## config.mk

```make
export PLATFORM = sky130hd
export DESIGN_NAME = dvs_fifo_bus_arbiter_flat
export DESIGN_NICKNAME = d
export VERILOG_FILES = /design/src/rtl/dvs_ravens_pkg.sv /design/src/rtl/dvs_fifo_bus_arbiter_if.sv /design/src/rtl/dvs_fifo_bus_arbiter.sv /design/src/flat_wrapper.sv
export SDC_FILE = /design/constraint.sdc
export NUM_CORES = 1
export LEC_CHECK = 0
export BUFFER_PORTS_ARGS = -buffer_cell sky130_fd_sc_hd__buf_2
export CORE_ASPECT_RATIO = 0.6
export CORE_MARGIN = 2
export CORE_UTILIZATION = 44
export CTS_BUF_LIST = sky130_fd_sc_hd__clkbuf_16
export CTS_CLUSTER_DIAMETER = 40
export DETAILED_ROUTE_END_ITERATION = 10
export PLACE_DENSITY = 0.8
export SETUP_SLACK_MARGIN = 0.15
export SYNTH_ARGS = -nofsm -noshare
export SYNTH_HDL_FRONTEND = slang
export SYNTH_SLANG_ARGS = --single-unit
```

## constraint.sdc

```tcl
create_clock -name clk -period 4.35 [get_ports clk]
set_input_delay 0.2175 -clock clk [delete_from_list [all_inputs] [get_ports clk]]
set_output_delay 0.2175 -clock clk [all_outputs]
set_load 0.005 [all_outputs]
```

## src/rtl/dvs_ravens_pkg.sv

```systemverilog
`default_nettype none
// ============================================================================
//  Module   : dvs_ravens_pkg
//  Brief    : Shared widths for the DVS event path.
//  Revision : 1.0  initial release
// ============================================================================
package dvs_ravens_pkg;
    localparam int EVENT_BITS = 32;
endpackage
`default_nettype wire

```

## src/rtl/dvs_fifo_bus_arbiter_if.sv

```systemverilog
`default_nettype none
// ============================================================================
//  Module   : dvs_fifo_bus_arbiter_if
//  Brief    : Requester request/grant/write bus plus the event FIFO write port.
//  Revision : 1.0  initial release
// ============================================================================
interface dvs_fifo_bus_arbiter_if #(
    parameter int NUM_REQ    = 2,
    parameter int EVENT_BITS = dvs_ravens_pkg::EVENT_BITS
);
    logic [NUM_REQ-1:0]            fifo_req;
    logic [NUM_REQ-1:0]            fifo_wr_en_in;
    logic [NUM_REQ*EVENT_BITS-1:0] fifo_event_in;
    logic                          fifo_pop;
    logic [NUM_REQ-1:0]            fifo_grant;
    logic                          out_wr_en;
    logic [EVENT_BITS-1:0]         out_event;

    modport master (
        output fifo_req, fifo_wr_en_in, fifo_event_in, fifo_pop,
        input  fifo_grant, out_wr_en, out_event
    );

    modport slave (
        input  fifo_req, fifo_wr_en_in, fifo_event_in, fifo_pop,
        output fifo_grant, out_wr_en, out_event
    );
endinterface
`default_nettype wire

```

## src/rtl/dvs_fifo_bus_arbiter.sv

```systemverilog
`default_nettype none
// ============================================================================
//  Module   : dvs_fifo_bus_arbiter
//  Brief    : Credit-throttled round-robin arbiter sharing one event FIFO write
//             port between NUM_REQ requesters. Optional credit-stall counter
//             enabled by defining DVS_FIFO_ARB_STALL_CNT_EN.
//  Revision : 1.0  initial release
// ============================================================================
module dvs_fifo_bus_arbiter #(
    parameter int NUM_REQ    = 2,
    parameter int FIFO_DEPTH = 16,
    parameter int EVENT_BITS = dvs_ravens_pkg::EVENT_BITS,
    localparam int c_CREDIT_W = $clog2(FIFO_DEPTH + 1)
) (
    input  wire logic                  clk,
    input  wire logic                  rst_n,
    dvs_fifo_bus_arbiter_if.slave      bus,
    output logic [c_CREDIT_W-1:0]      credits,
    output logic                       bus_err,
    output logic [15:0]                stall_count
);

    localparam int c_PTR_W = (NUM_REQ > 1) ? $clog2(NUM_REQ) : 1;
    typedef logic [c_PTR_W-1:0] ptr_t;

    localparam ptr_t                   c_PTR_RST  = ptr_t'(NUM_REQ - 1);
    localparam logic [NUM_REQ-1:0]     c_ONE_HOT0 = NUM_REQ'(1);
    localparam logic [c_CREDIT_W-1:0]  c_FULL     = c_CREDIT_W'(FIFO_DEPTH);
    localparam logic [c_CREDIT_W-1:0]  c_CRED_ONE = c_CREDIT_W'(1);

    logic [NUM_REQ-1:0]     r_grant;
    ptr_t                   r_ptr;
    ptr_t                   r_wr_sel;
    ptr_t                   r_wr_sel_d;
    logic                   r_exp_vld;
    logic                   r_out_wr_en;
    logic [EVENT_BITS-1:0]  r_out_event;
    logic [c_CREDIT_W-1:0]  r_credits;
    logic                   r_bus_err;

    logic [NUM_REQ-1:0]     w_elig;
    logic [NUM_REQ-1:0]     w_rot;
    logic                   w_found;
    ptr_t                   w_sel;
    logic                   w_issue;
    logic [NUM_REQ-1:0]     w_grant_oh;
    logic [NUM_REQ-1:0]     w_exp_oh;
    logic                   w_wr_ok;
    logic                   w_wr_bad;
    logic [c_CREDIT_W-1:0]  w_credits_nxt;
    logic                   w_pop_err;
    logic [EVENT_BITS-1:0]  w_ev [NUM_REQ];

    for (genvar g = 0; g < NUM_REQ; g++) begin : g_ev_slice
        assign w_ev[g] = bus.fifo_event_in[g*EVENT_BITS +: EVENT_BITS];
    end

    // Rotate the eligible set so bit 0 is the requester just after the pointer.
    always_comb begin
        w_elig     = bus.fifo_req & ~r_grant;
        w_rot      = NUM_REQ'({w_elig, w_elig} >> (int'(r_ptr) + 1));
        w_found    = 1'b0;
        w_sel      = r_ptr;
        for (int j = 0; j < NUM_REQ; j++) begin
            if (!w_found && w_rot[j]) begin
                w_found = 1'b1;
                w_sel   = ptr_t'((int'(r_ptr) + 1 + j) % NUM_REQ);
            end
        end
        w_issue    = w_found && (r_credits != '0);
        w_grant_oh = w_issue ? (c_ONE_HOT0 << w_sel) : '0;
    end

    // Only the requester granted two cycles ago may write; anything else is dropped.
    always_comb begin
        w_exp_oh = r_exp_vld ? (c_ONE_HOT0 << r_wr_sel_d) : '0;
        w_wr_ok  = r_exp_vld && bus.fifo_wr_en_in[r_wr_sel_d];
        w_wr_bad = |(bus.fifo_wr_en_in & ~w_exp_oh);
    end

    always_comb begin
        w_credits_nxt = r_credits;
        w_pop_err     = 1'b0;
        if (w_issue && !bus.fifo_pop) begin
            w_credits_nxt = r_credits - c_CRED_ONE;
        end else if (!w_issue && bus.fifo_pop) begin
            if (r_credits == c_FULL) begin
                w_pop_err = 1'b1;
            end else begin
                w_credits_nxt = r_credits + c_CRED_ONE;
            end
        end
    end

    always_ff @(posedge clk or negedge rst_n) begin
        if (!rst_n) begin
            r_grant     <= '0;
            r_ptr       <= c_PTR_RST;
            r_wr_sel    <= '0;
            r_wr_sel_d  <= '0;
            r_exp_vld   <= 1'b0;
            r_out_wr_en <= 1'b0;
            r_out_event <= '0;
            r_credits   <= c_FULL;
            r_bus_err   <= 1'b0;
        end else begin
            r_grant     <= w_grant_oh;
            if (w_issue) begin
                r_ptr    <= w_sel;
                r_wr_sel <= w_sel;
            end
            r_wr_sel_d  <= r_wr_sel;
            r_exp_vld   <= |r_grant;
            r_out_wr_en <= w_wr_ok;
            if (w_wr_ok) begin
                r_out_event <= w_ev[r_wr_sel_d];
            end
            r_credits   <= w_credits_nxt;
            r_bus_err   <= r_bus_err | w_wr_bad | w_pop_err;
        end
    end

`ifdef DVS_FIFO_ARB_STALL_CNT_EN
    logic [15:0] r_stall;

    always_ff @(posedge clk or negedge rst_n) begin
        if (!rst_n) begin
            r_stall <= '0;
        end else if ((|w_elig) && (r_credits == '0) && (r_stall != 16'hFFFF)) begin
            r_stall <= r_stall + 16'd1;
        end
    end

    assign stall_count = r_stall;
`else
    assign stall_count = 16'd0;
`endif

    assign bus.fifo_grant = r_grant;
    assign bus.out_wr_en  = r_out_wr_en;
    assign bus.out_event  = r_out_event;
    assign credits        = r_credits;
    assign bus_err        = r_bus_err;

endmodule
`default_nettype wire
```

## src/flat_wrapper.sv

```systemverilog
// flat-port wrapper written by rule: the top's interface ports become plain ports
module dvs_fifo_bus_arbiter_flat 
#(
    parameter int NUM_REQ    = 2,
    parameter int FIFO_DEPTH = 16,
    parameter int EVENT_BITS = dvs_ravens_pkg::EVENT_BITS,
    localparam int c_CREDIT_W = $clog2(FIFO_DEPTH + 1)
)
  (clk, rst_n, credits, bus_err, stall_count, bus_fifo_req, bus_fifo_wr_en_in, bus_fifo_event_in, bus_fifo_pop, bus_fifo_grant, bus_out_wr_en, bus_out_event);
  dvs_fifo_bus_arbiter_if #(.NUM_REQ(NUM_REQ), .EVENT_BITS(EVENT_BITS)) bus_i ();
  input  wire logic clk;
  input  wire logic rst_n;
  output logic [c_CREDIT_W-1:0] credits;
  output logic bus_err;
  output logic [15:0] stall_count;
  input wire logic [$bits(bus_i.fifo_req)-1:0] bus_fifo_req;
  input wire logic [$bits(bus_i.fifo_wr_en_in)-1:0] bus_fifo_wr_en_in;
  input wire logic [$bits(bus_i.fifo_event_in)-1:0] bus_fifo_event_in;
  input wire logic [$bits(bus_i.fifo_pop)-1:0] bus_fifo_pop;
  output wire logic [$bits(bus_i.fifo_grant)-1:0] bus_fifo_grant;
  output wire logic [$bits(bus_i.out_wr_en)-1:0] bus_out_wr_en;
  output wire logic [$bits(bus_i.out_event)-1:0] bus_out_event;
  assign bus_i.fifo_req = bus_fifo_req;
  assign bus_i.fifo_wr_en_in = bus_fifo_wr_en_in;
  assign bus_i.fifo_event_in = bus_fifo_event_in;
  assign bus_i.fifo_pop = bus_fifo_pop;
  assign bus_fifo_grant = bus_i.fifo_grant;
  assign bus_out_wr_en = bus_i.out_wr_en;
  assign bus_out_event = bus_i.out_event;
  dvs_fifo_bus_arbiter #(.NUM_REQ(NUM_REQ), .FIFO_DEPTH(FIFO_DEPTH), .EVENT_BITS(EVENT_BITS)) u_core (.clk(clk), .rst_n(rst_n), .bus(bus_i), .credits(credits), .bus_err(bus_err), .stall_count(stall_count));
endmodule
```

==> flow_metrics.py <==
metrics = {
    "place": {
        "dp_hpwl_mm": 3.74,
        "numPlacedInstances": 390,
        "port_buffers": 111,
        "place_ws_ps": 1200,
        "placed_area_um2": 2820,
        "globalplace.congestion": 0.825,
    },
    "clocking": {
        "cts_tree": "done",
        "cts_buffers": 5,
        "cts_setup_buffers": 0,
        "clkTransAtPathRegs_ps": 60,
        "cts.sinks": 45,
        "postCtsHoldBufs": 0,
        "clock_path_buffers": 2,
        "ctsResizeCount": 0,
        "cts-htree-levels": 2,
        "cts_root_buf": "clkbuf_16",
        "clk_latency_ps": 270,
    },
    "sta": {
        "worstMarginPinSlew_ps": 958,
        "slew_viol_final": 0,
        "whs_ps": 92.0,
        "post-route-min-period_ps": 3200,
        "finalSetupViolations": 0,
        "maxSlewHeadroom_pct": 36.2,
        "hold_viol": 0,
        "fin_ws_ps": 1150,
        "rsz0062_at_grt": "no",
        "timing.fmax_ghz": 0.312,
        "finClkSkew_ps": 4.63,
        "timing.final.crit_share_pct": 73.7,
        "setup_tns_ps": 0,
    },
    "route": {
        "num_vias": 1897,
        "drt_iter0_markers": 41,
        "drt_pass1_iterations": 4,
        "wl_per_cell_um": 12.4,
        "ant_nets": 0,
        "wl_mm": 4.92,
        "drc": 0,
        "viasPerCell": 4.77,
    },
    "pwr": {
        "p_leak_nw": 1.62,
        "power.density_nw_per_um2": 647,
        "power_mw": 1.91,
        "max-vdd-ir-drop_mv": 0.313,
    },
    "floorplan": {
        "initial_core_util_pct": 45.5,
        "io_pins": 128,
        "dieWidth_um": 97.3,
        "die_area_um2": 5840,
        "dieHeight_um": 60,
        "fp.coreArea_um2": 5050,
        "row_count": 20,
    },
    "synthesis": {
        "synth.avg_cell_area_um2": 10.1,
        "synth-async-reset-ratio_pct": 100,
        "yosysSeqAreaShare_pct": 49.1,
        "ys.flop_type": "dfrtp_1",
        "synth-edff-count": 0,
        "synth_seq_cells": 45,
        "syn_inst": 227,
        "syn-cell-area_um2": 2300,
        "yosys_warnings": 0,
        "synth_cell_types": 32,
        "synth.area.top_cells": "dfrtp_1, mux2i_1, o21ai_0, nand2_1, buf_4",
        "yosysTopAreaCell": "dfrtp_1",
        "netlist.area_leader.share_pct": 46.8,
    },
    "cells_and_area": {
        "nets": 406,
        "final_cell_mix": "buf_2, dfrtp_1, o21ai_0",
        "syn_to_final_growth_pct": 28.6,
        "final_core_util_pct": 58.5,
        "drive_gt1_share_pct": 39.2,
        "diodes": 0,
        "fin_area_um2": 2960,
        "stdcell_count": 398,
        "final_common_cell": "buf_2",
    },
    "worst_setup_path": {
        "worst_ep_arrival_time_ps": 3410,
        "critPathTopFamily": "simple AND/OR/NAND/NOR gates",
        "cpMostUsedCell": "ha_1",
        "crit_chain": "or4_4 > o22ai_1 > inv_1 > ha_1 > xor2_1 > ha_1 > or3b_2 > o2111ai_1 > a21oi_1 > mux2_2",
        "path_buf_inv": 1,
        "cp-start-kind": "flip-flop",
        "endpoint_kind": "flip-flop",
        "cp_slowest_cell": "or4_4",
        "slowest_delay_ps": 620,
        "critPathRequiredTime_ps": 4560,
        "worstSetupPathType": "flip-flop to flip-flop",
        "worst-path-max-fanout": 9,
    },
    "outcome": {
        "outcome": "finished, final reports clean",
    },
    "global_route": {
        "grt_start_max_net_pins": 66,
        "track_usage_pct": 17.6,
        "antenna_found_initial": 0,
        "grt_pass1_wl_mm": 8.09,
        "grt_pass1_vias": 1733,
        "grt_overflow": 0,
    },
    "min_path": {
        "hold_path.class": "input port to asynchronous set/reset pin",
    },
    "flow_run": {
        "cap_violations": 0,
    },
}
==> power breakdown <==
| part | leakage (nW) | internal, mW | switching, mW |
|---|---|---|---|
| combinational | 1.00 | 0.393 | 0.418 |
| clock | 0.0776 | 0.206 | 0.137 |
| sequential | 0.545 | 0.623 | 0.134 |
==> path summary, 6_finish.rpt <==
| kind | start | end | slack, ps | depth (start not counted) |
|---|---|---|---|---|
| setup / recovery | u_core.credits[1] | u_core.credits[4] | 1150 | 10 |
| hold / removal | rst_n | u_core.bus.out_wr_en | 90 | 1 |
| setup reg to reg | u_core.credits[1] | u_core.credits[4] | 1150 | 10 |
| hold reg to reg | u_core.r_wr_sel | u_core.r_wr_sel_d | 390 | 0 |
| max in group asynchronous | rst_n | u_core.r_wr_sel_d | 3600 | 1 |
| min in group clk | bus_fifo_event_in[13] | u_core.bus.out_event[13] | 230 | 3 |
==> per-layer routing <==
layer  vias to the layer above  global-route usage [%]  routed length [um]
met4                         0                    4.17                  13
li1                        948                       -                   -
met5                         -                       0                   0
met2                        78                    28.7                2250
met1                       869                    23.0                2240
met3                         2                    6.32                 417
==> cells by family after synthesis <==
kind of cell	Yosys count	synth area share, %
compound gates	52	12.1
xor+xnor	4	1.52
fa+ha+maj	4	2.18
buf+inv	34	8.71
flops	45	49.1
mux	36	16.0
other cells	1	0.163
simple gates	51	10.2
==> Yosys cell counts, types with 2 or more instances <==
library cell / count
inv_1: 4
buf_4: 16
nand2_1: 35
mux2i_1: 32
buf_1: 3
buf_2: 4
mux2_2: 3
nand3_1: 2
clkbuf_1: 6
nor2_1: 5
a21oi_1: 10
a211o_1: 2
o21ai_0: 36
dfstp_2: 2
ha_1: 4
xor2_1: 4
nor2b_1: 2
dfrtp_1: 43
==> area by class of cell <==
type	count	area [um^2]
Clock inverter	3	11.3
Multi-Input combinational cell	163	1030
Tap cell	66	82.6
Sequential cell	45	1130
Fill cell	452	2100
Inverter	4	15.0
Timing Repair Buffer	112	563
Clock buffer	5	125
==> state kept, by name, indices dropped and copies added (netlist names) <==
name / flops
u_core.bus.fifo_grant: 2
u_core.r_wr_sel_d: 1
u_core.r_exp_vld: 1
u_core.r_ptr: 1
u_core.r_wr_sel: 1
u_core.bus.out_event: 32
u_core.bus_err: 1
u_core.bus.out_wr_en: 1
u_core.credits: 5
Power figures use the tool's default switching activity.
